File: config.mk
export PLATFORM = sky130hd
export DESIGN_NAME = ham_frame_tx_flat
export DESIGN_NICKNAME = d
export VERILOG_FILES = /design/src/rtl/ham_frame_tx_pkg.sv /design/src/rtl/ham_frame_tx_if.sv /design/src/rtl/ham_frame_tx_enc.sv /design/src/rtl/ham_frame_tx.sv /design/src/flat_wrapper.sv
export SDC_FILE = /design/constraint.sdc
export NUM_CORES = 1
export LEC_CHECK = 0
export CORE_MARGIN = 3
export CORE_UTILIZATION = 60
export DETAILED_ROUTE_END_ITERATION = 8
export DONT_BUFFER_PORTS = 1
export PLACE_DENSITY = 0.76
export SYNTH_ARGS = -nofsm -noshare
export SYNTH_HDL_FRONTEND = slang
export SYNTH_SLANG_ARGS = --single-unit
File: constraint.sdc
create_clock -name clk -period 1.8 [get_ports clk]
set_clock_uncertainty 0.15 [all_clocks]
set_input_delay 0.36 -clock clk [delete_from_list [all_inputs] [get_ports clk]]
set_output_delay 0.36 -clock clk [all_outputs]
set_load 0.005 [all_outputs]
File: src/rtl/ham_frame_tx_pkg.sv
// Shared Hamming(7,4) constants, FSM state encoding and the nibble encoding function
// used by the frame transmitter and its encoder sub-module.
package ham_pkg;

  localparam int HAM_CW_W    = 7;
  localparam int HAM_FRAME_W = 14;

  typedef logic [0:0] ham_state_t;
  localparam ham_state_t IDLE = 1'b0;
  localparam ham_state_t SEND = 1'b1;

  // Data bits occupy cw[6:3]; the three parity bits sit below them.
  function automatic logic [HAM_CW_W-1:0] ham74_cw(input logic [3:0] d);
    return {d, d[1] ^ d[2] ^ d[3], d[0] ^ d[2] ^ d[3], d[0] ^ d[1] ^ d[3]};
  endfunction

endpackage

File: src/rtl/ham_frame_tx_if.sv
// Bundles the PCM-side handshake and the FSK-side serial stream of the Hamming frame transmitter.
interface ham_frame_tx_if;

  logic       pcm_valid;
  logic [7:0] pcm_data;
  logic       pcm_ready;
  logic       tx_bit;
  logic       tx_valid;
  logic       tx_bit_stb;
  logic       frame_start;
  logic       frame_done;
  logic       busy;

  modport master (
    output pcm_valid, pcm_data,
    input  pcm_ready, tx_bit, tx_valid, tx_bit_stb, frame_start, frame_done, busy
  );

  modport slave (
    input  pcm_valid, pcm_data,
    output pcm_ready, tx_bit, tx_valid, tx_bit_stb, frame_start, frame_done, busy
  );

endinterface

File: src/rtl/ham_frame_tx_enc.sv
// Purely combinational Hamming(7,4) encoder for a single nibble.
module ham74_enc
  import ham_pkg::*;
(
  input  logic [3:0]          nibble_i,
  output logic [HAM_CW_W-1:0] cw_o
);

  assign cw_o = ham74_cw(nibble_i);

endmodule

File: src/rtl/ham_frame_tx.sv
// Hamming(7,4) frame transmitter: buffers one PCM sample, encodes both nibbles into a
// 14-bit frame and serializes it with BIT_DIV clocks per bit, back-to-back when possible.
module ham_frame_tx
  import ham_pkg::*;
#(
  parameter int BIT_DIV   = 4,
  parameter bit MSB_FIRST = 1'b1
) (
  input  logic           clk,
  input  logic           rst,
  ham_frame_tx_if.slave  bus
);

  localparam int                DIV_W    = (BIT_DIV > 1) ? $clog2(BIT_DIV) : 1;
  localparam logic [DIV_W-1:0]  DIV_LAST = DIV_W'(BIT_DIV - 1);
  localparam logic [3:0]        LAST_BIT = 4'(HAM_FRAME_W - 1);

  ham_state_t             state_q, state_d;
  logic                   bufFull_q, bufFull_d;
  logic [7:0]             buf_q, buf_d;
  logic [HAM_FRAME_W-1:0] shreg_q, shreg_d;
  logic [3:0]             bitCnt_q, bitCnt_d;
  logic [DIV_W-1:0]       divCnt_q, divCnt_d;

  logic [HAM_CW_W-1:0]    cwHi, cwLo;
  logic [HAM_FRAME_W-1:0] frameEnc;
  logic                   pcmReady, accept, sending, divWrap, lastBit, frameDone, load;

  ham74_enc u_encHi (.nibble_i(buf_q[7:4]), .cw_o(cwHi));
  ham74_enc u_encLo (.nibble_i(buf_q[3:0]), .cw_o(cwLo));

  assign frameEnc = {cwHi, cwLo};

  assign pcmReady  = !bufFull_q && !rst;
  assign accept    = bus.pcm_valid && pcmReady;
  assign sending   = (state_q == SEND);
  assign divWrap   = (divCnt_q == DIV_LAST);
  assign lastBit   = (bitCnt_q == LAST_BIT);
  assign frameDone = sending && divWrap && lastBit;
  // A full buffer is drained either from IDLE or on the final edge of a frame, so the
  // next frame starts without an idle cycle; accept and load are mutually exclusive.
  assign load      = bufFull_q && ((state_q == IDLE) || frameDone);

  always_comb begin
    state_d   = state_q;
    bufFull_d = bufFull_q;
    buf_d     = buf_q;
    shreg_d   = shreg_q;
    bitCnt_d  = bitCnt_q;
    divCnt_d  = divCnt_q;

    if (accept) begin
      bufFull_d = 1'b1;
      buf_d     = bus.pcm_data;
    end

    if (sending) begin
      divCnt_d = divWrap ? '0 : divCnt_q + DIV_W'(1);
      if (divWrap) begin
        if (!lastBit) begin
          shreg_d  = MSB_FIRST ? {shreg_q[HAM_FRAME_W-2:0], 1'b0}
                               : {1'b0, shreg_q[HAM_FRAME_W-1:1]};
          bitCnt_d = bitCnt_q + 4'd1;
        end else if (!bufFull_q) begin
          state_d = IDLE;
        end
      end
    end

    if (load) begin
      state_d   = SEND;
      shreg_d   = frameEnc;
      bufFull_d = 1'b0;
      bitCnt_d  = '0;
      divCnt_d  = '0;
    end
  end

  always_ff @(posedge clk) begin
    if (rst) begin
      state_q   <= IDLE;
      bufFull_q <= 1'b0;
      buf_q     <= '0;
      shreg_q   <= '0;
      bitCnt_q  <= '0;
      divCnt_q  <= '0;
    end else begin
      state_q   <= state_d;
      bufFull_q <= bufFull_d;
      buf_q     <= buf_d;
      shreg_q   <= shreg_d;
      bitCnt_q  <= bitCnt_d;
      divCnt_q  <= divCnt_d;
    end
  end

  assign bus.pcm_ready   = pcmReady;
  assign bus.tx_valid    = sending;
  assign bus.tx_bit      = sending && (MSB_FIRST ? shreg_q[HAM_FRAME_W-1] : shreg_q[0]);
  assign bus.tx_bit_stb  = sending && (divCnt_q == '0);
  assign bus.frame_start = sending && (divCnt_q == '0) && (bitCnt_q == '0);
  assign bus.frame_done  = frameDone;
  assign bus.busy        = sending || bufFull_q;

endmodule

File: src/flat_wrapper.sv
// flat-port wrapper written by rule: the top's interface ports become plain ports
module ham_frame_tx_flat import ham_pkg::*;
#(
  parameter int BIT_DIV   = 4,
  parameter bit MSB_FIRST = 1'b1
)
  (clk, rst, bus_pcm_valid, bus_pcm_data, bus_pcm_ready, bus_tx_bit, bus_tx_valid, bus_tx_bit_stb, bus_frame_start, bus_frame_done, bus_busy);
  ham_frame_tx_if bus_i ();
  input  logic clk;
  input  logic rst;
  input wire logic [$bits(bus_i.pcm_valid)-1:0] bus_pcm_valid;
  input wire logic [$bits(bus_i.pcm_data)-1:0] bus_pcm_data;
  output wire logic [$bits(bus_i.pcm_ready)-1:0] bus_pcm_ready;
  output wire logic [$bits(bus_i.tx_bit)-1:0] bus_tx_bit;
  output wire logic [$bits(bus_i.tx_valid)-1:0] bus_tx_valid;
  output wire logic [$bits(bus_i.tx_bit_stb)-1:0] bus_tx_bit_stb;
  output wire logic [$bits(bus_i.frame_start)-1:0] bus_frame_start;
  output wire logic [$bits(bus_i.frame_done)-1:0] bus_frame_done;
  output wire logic [$bits(bus_i.busy)-1:0] bus_busy;
  assign bus_i.pcm_valid = bus_pcm_valid;
  assign bus_i.pcm_data = bus_pcm_data;
  assign bus_pcm_ready = bus_i.pcm_ready;
  assign bus_tx_bit = bus_i.tx_bit;
  assign bus_tx_valid = bus_i.tx_valid;
  assign bus_tx_bit_stb = bus_i.tx_bit_stb;
  assign bus_frame_start = bus_i.frame_start;
  assign bus_frame_done = bus_i.frame_done;
  assign bus_busy = bus_i.busy;
  ham_frame_tx #(.BIT_DIV(BIT_DIV), .MSB_FIRST(MSB_FIRST)) u_core (.clk(clk), .rst(rst), .bus(bus_i));
endmodule
# Word level (Yosys, flattened, before mapping)
# Cells that the tools add are included.
dict set report op_classes {
  n_bitwise 14
  n_shift 0
  multipliers 0
  div 0
  reduce_logical 19
  n_eq_ne 3
  magnitude_cmp 0
  n_mux 10
  n_addsub 2
}
# operator count
set op_table {}
lappend op_table {{14-bit 2-to-1 mux} 4}
lappend op_table {{1-bit bitwise XOR} 12}
lappend op_table {{1-bit logical AND} 8}
lappend op_table {{3-bit AND reduction} 2}
lappend op_table {{1-bit 2-to-1 mux} 5}
lappend op_table {{4-bit by 1-bit adder with 4-bit output, second input constant} 1}
lappend op_table {{4-bit equality test, second input constant} 1}
lappend op_table {{4-bit logical NOT} 1}
lappend op_table {{2-bit nonzero test} 2}
lappend op_table {{2-bit by 1-bit adder with 2-bit output, second input constant} 1}
lappend op_table {{2-bit equality test, second input constant} 1}
lappend op_table {{1-bit logical NOT} 2}
lappend op_table {{2-bit logical NOT} 1}
lappend op_table {{1-bit logical OR} 2}
lappend op_table {{2-bit 2-to-1 mux} 1}
lappend op_table {{2-bit inequality test, second input constant} 1}
lappend op_table {{1-bit NOT} 2}
lappend op_table {{2-bit OR reduction} 1}
dict set report word_totals {
  elab_cells 54
  latchBits 0
  register_bits 30
  output_inout_bits 7
  mem_bits_rw 0
  input_bits 11
  memories 0
  rom_bits 0
}

# Longest topological paths before layout
dict set report logic_depth {
  ltp_word 7
  depth_mapped 7
  depth_no_buf 6
}

# Modules after synthesis
# A second synthesis with hierarchy kept.
dict set report hier_totals {
  cells_unflattened 192
  area_unflattened_um2 1785.5
}
# mod n_inst cells_each seq_area_each_um2 area_each_um2
set by_module_without_submodules {}
lappend by_module_without_submodules {ham_frame_tx 1 178 600.6 1582.8}
lappend by_module_without_submodules {ham74_enc 2 7 0.0 101.3}

# Worst setup path before layout
# No wires, ideal clock.
dict set report synth_timing {
  path_kind {flip-flop to flip-flop}
  start {register u_core.bitCnt_q[0]}
  end {register u_core.shreg_q[4]}
  path_slack_ps 193
  synth_period_minus_slack_ps 1607
  setup_time_ps 81
  required_ps 1569
  n_path_buf 1
  stages_incl_launch_ff 7
  arrival_ps 1376
  path_cell_list {dfxtp_1 ha_1 nand4_2 a21oi_4 buf_6 a21oi_1 a211oi_2}
}
dict set report synth_via {
  elab_chain_len 6
  word_cells_on_any_way 9
  cone_classes {eq/ne (2); mux (1); reduce/logical (6)}
}
# item line
set synth_lines {}
lappend synth_lines {{from (decl)} ham_frame_tx.sv:22} ;# logic [3:0] bitCnt_q, bitCnt_d;
lappend synth_lines {{from (signal assigned)} ham_frame_tx.sv:92} ;# bitCnt_q <= bitCnt_d;
lappend synth_lines {{4-bit equality test *} ham_frame_tx.sv:38} ;# assign lastBit = (bitCnt_q == LAST_BIT);
lappend synth_lines {{1-bit logical AND} ham_frame_tx.sv:39} ;# assign frameDone = sending && divWrap && lastBit;
lappend synth_lines {{1-bit logical OR} ham_frame_tx.sv:42} ;# assign load = bufFull_q && ((state_q == IDLE) || frameDone);
lappend synth_lines {{1-bit logical AND} ham_frame_tx.sv:42}
lappend synth_lines {{2-bit inequality test (no source line) / 2-bit nonzero test (equally long branches)} -}
lappend synth_lines {{3-bit AND reduction (no source line)} -}
lappend synth_lines {{to (signal assigned)} ham_frame_tx.sv:91} ;# shreg_q <= shreg_d;
lappend synth_lines {{to (decl)} ham_frame_tx.sv:21} ;# logic [HAM_FRAME_W-1:0] shreg_q, shreg_d;
# Every way passes the cells marked *; elsewhere a longest branch is shown, timed or not.
# A chain may end at the register's enable or synchronous reset.

# Worst setup path after layout
dict set report layout_timing {
  start {register u_core.divCnt_q[0]}
  end {output port bus_frame_start}
}
dict set report layout_via {
  elab_chain_len 3
}
# item line
set layout_lines {}
lappend layout_lines {{from (decl)} ham_frame_tx.sv:23} ;# logic [DIV_W-1:0] divCnt_q, divCnt_d;
lappend layout_lines {{from (signal assigned)} ham_frame_tx.sv:93} ;# divCnt_q <= divCnt_d;
lappend layout_lines {{2-bit logical NOT} -}
lappend layout_lines {{1-bit logical AND} -}
lappend layout_lines {{net bus_tx_bit_stb} flat_wrapper.sv:16} ;# output wire logic [$bits(bus_i.tx_bit_stb)-1:0] bus_tx_bit_stb;
lappend layout_lines {{1-bit logical AND} ham_frame_tx.sv:101} ;# assign bus.frame_start = sending && (divCnt_q == '0) && (bitCnt_q == '0);
lappend layout_lines {{to (decl)} flat_wrapper.sv:17} ;# output wire logic [$bits(bus_i.frame_start)-1:0] bus_frame_start;
# The timed path passes the listed nets, and every way through them passes these cells.

==> reports/metrics.cfg <==
[placed_design]
place_inst = 192
hpwl_mm = 2.071
post-place-ws_ps = 16.14
port_buffers = 0
gp_congestion = 0.7281

[setup_path]
setup.worst_path.class = reg -> out
crit_path_cell_trace = inv_2 -> ha_1 -> and2_4 -> and3_1
max_stage_delay_ps = 350
crit_slowest_cell = dfxtp_2
endpoint_kind = primary output
critPathLaunchType = register
arrival_ps = 1220
path_max_fanout = 2
cp.required_ps = 1290

[route]
drt-pass1-iter-count = 4
final_antenna_net_count = 0
num_vias = 1163
wl_mm = 3.011
drc = 0
drt_iter0_drc = 25
wl_per_cell_um = 14.83
vias_per_cell = 5.729

[timing]
slew_headroom_pct = 28.59
setup_violations = 0
post-route-min-period_ps = 1729
tns_ps = 0
rsz0062_at_grt = false
min_period_over_period_pct = 96.05
fmax_ghz = 0.5784
hold_viol = 0
finalWorstSetupSlack_ps = 71.12
finalMaxSlewViolations = 0
worst_pin_slew_ps = 1068

[floorplan]
start_util_pct = 66.18
core_mm2 = 0.002297
fp.dieW_um = 56.34
io_pins = 18
die-area_mm2 = 0.003174
dieHeight_um = 56.34
rows = 17

[final_layout]
syn_to_final_growth_pct = 11.61
final_nets = 190
final_cells = 203
drive_gt1_share_pct = 24.00
diodes = 0
multi_input_area_um2 = 889.6
fin_util_pct = 73.86
fillers = 193
seq_area_um2 = 605.6

[synthesis]
yosysSeqAreaShare_pct = 39.51
syn_nets = 184
synth_area_mm2 = 0.001520
synth_top_area_share_pct = 39.51
ys_ff_latch = 30
syn-mean-instance-area_um2 = 9.049
synthCells = 168
yosysWarnings = 0
synth.area.top_cells = dfxtp_1 (40%), nor2_1 (8.4%), a211oi_2 (8.2%)
synth_top_area_cell = dfxtp_1
synth_cell_type_count = 34

[flow_run]
drv_cap = 0

[power]
vdd_drop_max_mv = 0.9263
p_per_area_mw_per_mm2 = 948.8
p_leak_nw = 0.6590

[global_route]
grt_pass1_wl_mm = 5.092
grt_pass1_vias = 1089
grt_max_degree = 25
overflow = 0
antenna_found_initial = 0
track_usage_pct = 20.56

[cts]
clockBufferDepth = 2
clkSlewWorstSetupHoldPaths_ps = 90
cts_root_buf = clkbuf_4
clock-sinks = 30
cts_tree = yes
numCtsBuffers = 5
cts_max_level = 2
insertion_delay_ps = 320
post_cts_buffers = 0

[run_status]
outcome = completed

[min_path]
hold_path_class = in -> reg

==> synthesized netlist by cell type, drive strengths merged <==
cell and n:
a22oi 1, nand3 2, mux2i 9, nand4 1, or2 1, nor2b 1, xor2 3, a21o 1
inv 5, nand2 15, nand2b 2, xnor2 10, dfxtp 30, clkbuf 2, a211oi 13, mux2 1
o211ai 1, nor3 1, ha 5, and3 2, o211a 1, o21ai 1, a21oi 16, and2 2
buf 7, nor2 34, nor3b 1
==> repair_timing <==
action,in CTS,in global routing
pin swaps,1,2
resized for setup,2,12
endpoints found under the hold margin,24,1
cloned,0,1
setup endpoints to repair,5,21
hold buffers,1,1
==> per-layer routing <==
layer | global-route usage, % | vias up | wire, µm
met5 | 0 | - | 0
met4 | 5.424 | 0 | 12
met3 | 8.276 | 2 | 211
met2 | 31.05 | 43 | 1386
met1 | 27.21 | 540 | 1401
li1 | - | 578 | -
==> registers in the layout, indices dropped and copies added (netlist names) <==
signal and flops:
u_core.bus.tx_valid 1, u_core.shreg_q 14, u_core.divCnt_q 2, u_core.buf_q 8, u_core.bufFull_q 1, u_core.bitCnt_q 4
==> kinds of logic (layout without fill, tap and decap cells) <==
logic type | after synthesis | in the layout | synth area share [%]
mux | 10 | 10 | 6.667
simple gates | 62 | 62 | 18.27
compound gates | 34 | 35 | 18.60
flops | 30 | 30 | 39.51
xor+xnor | 13 | 13 | 7.490
buf+inv | 14 | 20 | 5.350
fa+ha+maj | 5 | 5 | 4.115
==> cells in the final DEF (no fill, tap or decap), types with 2 or more instances in the layout <==
cell type       n
nand2b_1        2
clkbuf_4        5
a21oi_1        15
nand2_1        14
clkinv_2        2
nor2_1         33
a211oi_2       10
ha_1            4
xnor2_1        10
buf_4           4
xor2_1          3
a21oi_4         2
dlygate4sd3_1   2
inv_2           2
inv_1           3
mux2i_1         9
a211oi_1        3
dfxtp_1        26
dfxtp_2         4
==> metrics by stage <==
stage	area [µm²]	hold WS (ps)	total power [mW]
floorplan	1520	287.3	1.031
global placement	1543	278.1	1.064
detailed placement	1543	278.8	1.074
CTS	1635	2.858	1.600
global route	1697	13.23	1.703
finish	1697	31.03	1.610
==> worst max-delay path, delay by kind of cell, from the launching register on <==
| kind | cells | cell delay, ps |
|---|---|---|
| and+or+nand+nor | 2 | 330 |
| DFF | 1 | 350 |
| buffers and inverters | 1 | 40 |
| adders and majority gates | 1 | 180 |
==> worst paths after layout <==
| check | start | end | slack, ps | cells past startpoint |
|---|---|---|---|---|
| max | u_core.divCnt_q[0] | bus_frame_start | 70 | 4 |
| min | bus_pcm_data[7] | u_core.buf_q[7] | 30 | 2 |
| max reg2reg | u_core.divCnt_q[1] | u_core.shreg_q[13] | 110 | 6 |
| min reg2reg | u_core.shreg_q[10] | u_core.shreg_q[11] | 310 | 2 |
==> final cells by class <==
type	instances	share of cell area, %
Tap cell	28	2.065
Sequential cell	30	35.69
Clock inverter	3	2.360
Inverter	5	1.106
Timing Repair Buffer	7	4.130
Multi-Input combinational cell	125	52.43
Clock buffer	5	2.212
==> report_power, final <==
part / internal, mW / total (mW) / switching [mW]
sequential: 0.722 / 0.771 / 0.0489
clock: 0.287 / 0.522 / 0.234
combinational: 0.143 / 0.317 / 0.173
Power figures use the tool's default switching activity.
